### src/rtl/mul_arb.sv
// Two-requester arbiter in front of one shared 4x4 shift-and-add multiplier.
// Each product takes one IDLE handshake cycle, four CALC cycles and a RESP handshake.
module mul_arb #(
    parameter int PRIO_MODE = 0
) (
    input  logic       clk,
    input  logic       rst,
    input  logic       req0_valid,
    input  logic [3:0] req0_a,
    input  logic [3:0] req0_b,
    output logic       req0_ready,
    input  logic       req1_valid,
    input  logic [3:0] req1_a,
    input  logic [3:0] req1_b,
    output logic       req1_ready,
    output logic       rsp_valid,
    output logic       rsp_id,
    output logic [7:0] rsp_p,
    input  logic       rsp_ready,
    output logic       busy
);

    typedef enum logic [1:0] {
        IDLE,
        CALC,
        RESP
    } state_t;

    state_t     state;
    logic [3:0] op_a;
    logic [3:0] op_b;
    logic       op_id;
    logic [7:0] acc;
    logic [1:0] cnt;
    logic       last_grant;

    logic       grant1;
    logic       accept;
    logic [7:0] addend;
    logic [7:0] acc_next;

    // Requester 1 wins when alone, or on a tie in round-robin mode when requester 0 went last.
    always_comb begin
        grant1 = req1_valid && (!req0_valid || (PRIO_MODE == 0 && !last_grant));
    end

    // Ready is gated by rst so nothing looks acceptable while reset is held.
    assign req0_ready = rst && (state == IDLE) && req0_valid && !grant1;
    assign req1_ready = rst && (state == IDLE) && req1_valid && grant1;
    assign accept     = req0_ready || req1_ready;

    always_comb begin
        addend   = op_b[cnt] ? ({4'b0000, op_a} << cnt) : 8'd0;
        acc_next = acc + addend;
    end

    always_ff @(posedge clk or negedge rst) begin
        if (!rst) begin
            state      <= IDLE;
            op_a       <= 4'd0;
            op_b       <= 4'd0;
            op_id      <= 1'b0;
            acc        <= 8'd0;
            cnt        <= 2'd0;
            last_grant <= 1'b1;
            rsp_valid  <= 1'b0;
            rsp_id     <= 1'b0;
            rsp_p      <= 8'd0;
            busy       <= 1'b0;
        end else begin
            case (state)
                IDLE: begin
                    if (accept) begin
                        op_a       <= grant1 ? req1_a : req0_a;
                        op_b       <= grant1 ? req1_b : req0_b;
                        op_id      <= grant1;
                        last_grant <= grant1;
                        acc        <= 8'd0;
                        cnt        <= 2'd0;
                        busy       <= 1'b1;
                        state      <= CALC;
                    end
                end
                CALC: begin
                    acc <= acc_next;
                    cnt <= cnt + 2'd1;
                    // The final partial product goes straight into the response register.
                    if (cnt == 2'd3) begin
                        state     <= RESP;
                        rsp_valid <= 1'b1;
                        rsp_p     <= acc_next;
                        rsp_id    <= op_id;
                    end
                end
                RESP: begin
                    if (rsp_ready) begin
                        state     <= IDLE;
                        rsp_valid <= 1'b0;
                        busy      <= 1'b0;
                    end
                end
                default: state <= IDLE;
            endcase
        end
    end

endmodule

### config.mk
export PLATFORM = sky130hd
export DESIGN_NAME = mul_arb
export DESIGN_NICKNAME = d
export VERILOG_FILES = /design/src/rtl/mul_arb.sv
export SDC_FILE = /design/constraint.sdc
export NUM_CORES = 1
export LEC_CHECK = 0
export CAP_MARGIN = 20
export CELL_PAD_IN_SITES_DETAIL_PLACEMENT = 0
export CELL_PAD_IN_SITES_GLOBAL_PLACEMENT = 1
export CORE_MARGIN = 4
export CORE_UTILIZATION = 40
export DETAILED_ROUTE_END_ITERATION = 10
export PLACE_DENSITY = 0.87
export SETUP_SLACK_MARGIN = 0.5
export SLEW_MARGIN = 10
export SYNTH_ARGS = -nofsm -noshare
export SYNTH_HDL_FRONTEND = slang
export SYNTH_SLANG_ARGS = --single-unit
### constraint.sdc
create_clock -name clk -period 3 [get_ports clk]
set_input_delay 0.9 -clock clk [delete_from_list [all_inputs] [get_ports clk]]
set_output_delay 0.9 -clock clk [all_outputs]
set_load 0.01 [all_outputs]
=== Yosys cells after proc, flatten, opt, wreduce, memory -nomap -nowiden ===
Cells that the tools add are included.

* Equality and inequality tests: 6
* Reduce and logical (&&, ||, !) cells: 21
* Multiplexer cells: 18
* Add/sub/neg operators: 2
* Shift-type cells: 1
* $lt $le $gt $ge: 1

{| class="wikitable"
|+ Operators with widths
! cell !! count
|-
| 2-to-1 mux 8 bit || 2
|-
| case mux 8 bit (2 select lines) || 1
|-
| AND reduction 3 bit || 3
|-
| adder 8 bit || 1
|-
| 2-to-1 mux 2 bit || 4
|-
| 2-to-1 mux 4 bit || 2
|-
| << shifter 4 x 2 -> 8 bit || 1
|-
| logical AND 1 bit || 6
|-
| inequality test 2 bit (second input constant) || 3
|-
| case mux 2 bit (3 select lines) || 1
|-
| AND reduction 2 bit || 3
|-
| nonzero test 2 bit || 3
|-
| equality test 2 bit (second input constant) || 2
|-
| 2-to-1 mux 1 bit || 4
|-
| case mux 1 bit (2 select lines) || 2
|-
| case mux 2 bit (2 select lines) || 1
|-
| logical NOT 1 bit || 3
|-
| less-than comparator 2 x 3 -> 1 bit (second input constant) || 1
|-
| adder 2 x 1 -> 2 bit (second input constant) || 1
|-
| binary-select mux 1 bit (select 2 bit) || 1
|-
| equality test 2 x 1 -> 1 bit (second input constant) || 1
|-
| logical NOT 2 bit || 1
|-
| logical OR 1 bit || 2
|}

* Input bits: 21
* Bits in registers: 33
* Output and inout port bits: 13
* Word-level logic and storage cells: 60

=== Longest topological paths before layout ===
* Depth after elaboration: 8
* Gate-level depth with buffers: 11
* Depth with buffers taken out: 9

=== Least setup slack after synthesis ===
OpenSTA, ideal clock, no wires.

* Kind: input port to output port
* From: in req1_valid
* To: out req1_ready
* Stages on the path: 3
* Arrival time: 1496 ps
* Path buffers: 1
* Setup slack: 604 ps
* Required time: 2100 ps
* Path through: a21boi_1 > buf_2 > and2_1

* Longest elaborated chain between the ends: 2
* Elaborated cells between the ends (all ways): 3
* Those cells by class: reduce/logical (3)

{| class="wikitable"
|+ RTL lines
! element !! line !! RTL
|-
| from (decl) || 12 || <nowiki>input logic req1_valid,</nowiki>
|-
| logical AND 1 bit, on equally long branches || 49, 44 ||
|-
| logical AND 1 bit * || 49 || <nowiki>assign req1_ready = rst && (state == IDLE) && req1_valid && grant1;</nowiki>
|-
| to (decl) || 15 || <nowiki>output logic req1_ready,</nowiki>
|}

Mark *: on every way between the ends. The rest lies on a longest branch, timed or not.

=== Worst setup path in the final report ===
* From: in req0_valid
* To: out req0_ready

* Longest elaborated chain between the ends: 5
* Elaborated cells between the ends (all ways): 6
* Those cells by class: reduce/logical (6)

{| class="wikitable"
|+ RTL lines
! element !! line !! RTL
|-
| from (decl) || 8 || <nowiki>input logic req0_valid,</nowiki>
|-
| logical NOT 1 bit || 44 || <nowiki>grant1 = req1_valid && (!req0_valid || (PRIO_MODE == 0 && !last_grant));</nowiki>
|-
| logical OR 1 bit || 44 ||
|-
| logical AND 1 bit || 44 ||
|-
| logical NOT 1 bit || 48 || <nowiki>assign req0_ready = rst && (state == IDLE) && req0_valid && !grant1;</nowiki>
|-
| logical AND 1 bit * || 48 ||
|-
| to (decl) || 11 || <nowiki>output logic req0_ready,</nowiki>
|}

Marks and branches as above.

==> out/metrics.csv <==
stage;metric;value;unit
status;outcome;finished, final reports clean;
flow_run;drv.max_cap_violation_count;0;
detailed_routing;drc;0;
pwr;p_switching;0.8165;mW
setup_path;timing.critical_path.required;2.10;ns
pwr;power.share.sequential;37.2;%
setup_path;cp_slowest_cell;sky130_fd_sc_hd__clkdlybuf4s15_1;
setup_path;critPathCapture;req0_ready;
global_route;grt_overflow_total;0;
pwr;power_share_of_the_combinational_group;47.0;%
floorplanning;design.die.area;0.005803;mm2
global_route;first_global_vias;1396;
clocking;cts_max_path_buffers;2;
setup_path;rrSetupSlack;0.69;ns
pwr;power_switching_share;38.56;%
setup_path;worstPathCellList;clkdlybuf4s15_1, a21boi_2, buf_4, nor2_2, buf_2;
setup_path;critPathCaptureType;output pin;
setup_path;worstPathMaxFanout;2;
setup_path;timing.setup.critical_path_class;input pin to output pin;
global_route;gr-usage-all-layers;13.15;%
setup_path;worst_r2r_dst;rsp_p[7];
logic_synthesis;synth_top_family_by_area;compound AO/OA/AOI/OAI gates;
floorplanning;die_height;76.18;um
finish;final_nets;257;
clocking;path_clk_slew;0.06;ns
logic_synthesis;xor_xnor_cell_area_share_of_the_yosys_netlist;2.355;%
finish;finish.cell_count_without_fillers;279;
setup_path;slowest_delay;0.20;ns
logic_synthesis;synthMuxAreaShare;8.479;%
pwr;power.static_leakage;1.079;nW
sta;layout_worst_path_cycle_share;82.26;%
clocking;clock_latency;0.29;ns
logic_synthesis;synthesized_area_fraction_occupied_by_ao_oa_aoi_and_oai_cells;18.24;%
clocking;cts-hold-fix-buffers;0;
logic_synthesis;syn-num-nets;215;
logic_synthesis;postSynth.asyncResetShare;100.0;%
logic_synthesis;synth_top_flop_cell;sky130_fd_sc_hd__dfrtp_1;
global_route;grt_pass1_wl;6.279;mm
finish;drive_gt1_share;16.30;%
finish;layout_area_overhead;27.79;%
floorplanning;initial_utilization;42.12;%
logic_synthesis;area_share_of_fa_ha_maj_cells_after_synthesis;6.460;%
setup_path;worstPathBufferInverterCount;3;
logic_synthesis;number_of_flops_mapped_to_enable_cells_by_yosys;0;
detailed_routing;via_count;1448;
placement;gp_congestion;0.7583;
placement;place.detailed.instances;270;
finish;final_cell_mix;sky130_fd_sc_hd__nand2_1 (34), sky130_fd_sc_hd__dfrtp_1 (31), sky130_fd_sc_hd__clkdlybuf4s50_1 (28);
sta;setup_violations;0;
logic_synthesis;synthesis.instances;185;
sta;final.setup_skew;0.003342;ns
setup_path;crit_start;req0_valid;
floorplanning;die_w;76.18;um
logic_synthesis;ys_seq_area_share;44.48;%
clocking;cts-root-buf;sky130_fd_sc_hd__clkbuf_8;
min_path;hold_path.class;flip-flop to flip-flop;
clocking;cts-htree-levels;2;
global_route;grt_antenna_before_repair;0;
logic_synthesis;synth-seq-cells;33;
placement;numPortBuffers;33;
setup_path;critPathLaunchType;input pin;
finish;antennaDiodeCount;0;
sta;hold_slack;0.4796;ns
pwr;intPower;1.301;mW
setup_path;worst-endpoint-arrival;1.57;ns
detailed_routing;avgRoutedWirePerCell;13.12;um
sta;tightestPinTransition;0.5043;ns
clocking;cts_sinks;33;
logic_synthesis;syn-mean-instance-area;10.05;um2
detailed_routing;drt_first_iter_violations;46;
sta;max-slew-margin-rel;66.36;%
pwr;share_of_power_burned_in_the_clock_network;15.8;%
setup_path;crit-reg2reg-launch;cnt[1];
setup_path;cp_num_cells;5;
setup_path;rr_worst_depth;9;
sta;maxSlewViolCount;0;
detailed_routing;first_pass_iters;3;
sta;rsz0062_at_grt;false;
detailed_routing;finalWirelength;3.661;mm
logic_synthesis;synth-warning-count;0;
floorplanning;pin_count;34;
pwr;power_density;891.3;mW/mm2
logic_synthesis;ys_types;44;
sta;fmaxAchievable;405.2;MHz
placement;dp_hpwl;2.726;mm
setup_path;critPathTopFamily;buffers and inverters;
logic_synthesis;synth-simple-area-share;16.82;%
finish;mostFrequentLayoutCell;sky130_fd_sc_hd__nand2_1;
floorplanning;fp.coreArea;0.004414;mm2
detailed_routing;avgViaCountPerCell;5.190;
clocking;tritoncts_clock_tree;built;
clocking;numCtsBuffers;5;
floorplanning;core.rowCount;24;
logic_synthesis;syn_area;0.001859;mm2
sta;final_hold_viol_count;0;
sta;layout_min_cycle_time;2.468;ns
pwr;vdd.ir_drop.worst;0.5230;mV
detailed_routing;drt.antenna.violating_nets;0;
global_route;grt_start_max_net_pins;35;
synthesized netlist by cell type, types with 2 or more instances:
cell | number | area share [%]
sky130_fd_sc_hd__nand2b_1 | 2 | 0.67
sky130_fd_sc_hd__nand2_1 | 34 | 6.9
sky130_fd_sc_hd__buf_2 | 5 | 1.3
sky130_fd_sc_hd__xnor2_1 | 5 | 2.4
sky130_fd_sc_hd__and2_1 | 4 | 1.3
sky130_fd_sc_hd__nor2_1 | 3 | 0.61
sky130_fd_sc_hd__a21oi_1 | 5 | 1.3
sky130_fd_sc_hd__nand3_1 | 7 | 1.9
sky130_fd_sc_hd__nand3b_1 | 3 | 1.2
sky130_fd_sc_hd__mux2_1 | 4 | 2.4
sky130_fd_sc_hd__nor3_1 | 2 | 0.54
sky130_fd_sc_hd__a21o_1 | 3 | 1.2
sky130_fd_sc_hd__mux2i_1 | 9 | 4.8
sky130_fd_sc_hd__o21ai_0 | 5 | 1.3
sky130_fd_sc_hd__ha_1 | 8 | 5.4
sky130_fd_sc_hd__dfrtp_1 | 32 | 43
sky130_fd_sc_hd__o21ai_1 | 22 | 5.9
sky130_fd_sc_hd__o211ai_2 | 2 | 1.3
sky130_fd_sc_hd__a22o_1 | 3 | 1.4
sky130_fd_sc_hd__inv_1 | 3 | 0.61
through the flow:
stage                     setup WS (ns)  utilization (%)  cell area, um2  TNS, ns  power (mW)
after global placement          -0.2740            51.36            2267  -0.5424       1.754
after CTS                        0.5100            53.54            2364        0       2.133
final                            0.5322            53.83            2376        0       2.118
after detailed placement        -0.2908            51.36            2267  -0.5641       1.773
after floorplan                  0.6038                -            1859        0       1.470
after global routing             0.5056            53.83            2376        0       2.290
per-layer routing:
layer	wire length, um	share of wire (%)	vias up	GRT usage [%]
met3	220	6.0	5	4.610
met2	1606	44	34	20.29
li1	-	-	738	-
met4	49	1.3	0	4.196
met1	1784	49	671	17.24
met5	0	0	-	0
registers in the layout, summed over array words and instances (netlist names):
register    count
op_a            4
rsp_valid       1
op_id           1
cnt             2
acc             8
rsp_id          1
last_grant      1
busy            1
op_b            4
rsp_p           8
state           2
worst reg2reg max path, cell delays in order (launching register included):
cell and delay, ns:
sky130_fd_sc_hd__dfrtp_2 0.47, sky130_fd_sc_hd__mux2_1 0.37, sky130_fd_sc_hd__nand2_1 0.07, sky130_fd_sc_hd__o21ai_0 0.06, sky130_fd_sc_hd__and2_1 0.16, sky130_fd_sc_hd__ha_2 0.41, sky130_fd_sc_hd__nand4_1 0.13, sky130_fd_sc_hd__a21oi_1 0.25
sky130_fd_sc_hd__nor4_1 0.10, sky130_fd_sc_hd__o31ai_2 0.21
final cells by class:
cell class,instances,area [um2]
fillers,419,2038
multi-input cells,141,991.0
flip-flops and latches,33,828.3
repair buffers,43,394.1
clock buffers,7,86.33
well taps,52,65.06
inverters,3,11.26
kinds of logic after synthesis:
| logic type | count (synthesis) |
|---|---|
| and+or+nand+nor | 63 |
| AOI/OAI and AO/OA | 50 |
| muxes | 14 |
| buffers and inverters | 11 |
| xor gates and xnor gates | 5 |
| adders and majority gates | 9 |
| DFF | 33 |
worst min-delay path by stage:
stage / cells after the start / end / slack [ns] / startpoint
global placement: 1 / op_id / 0.45 / op_id
detailed placement: 1 / op_id / 0.46 / op_id
global route: 1 / op_id / 0.49 / op_id
CTS: 1 / op_id / 0.47 / op_id
floorplan: 1 / op_id / 0.44 / op_id
finish: 1 / op_id / 0.48 / op_id
repair_timing:
| action | 4_1_cts | 5_1_grt |
|---|---|---|
| endpoints found under the setup margin | 2 | 7 |
| pin swaps | 3 | 1 |
| resized for setup | 19 | 6 |
| setup buffers | 1 | 1 |
power groups by stage:
stage | combinational (mW) | sequential (mW) | clock [mW]
after floorplan | 0.709 | 0.761 | 0
after global placement | 0.970 | 0.784 | 0
after detailed placement | 0.984 | 0.789 | 0
after CTS | 1.00 | 0.787 | 0.344
after global routing | 1.11 | 0.815 | 0.362
final | 0.996 | 0.787 | 0.335
No activity file was read; power rests on OpenSTA's default activity.
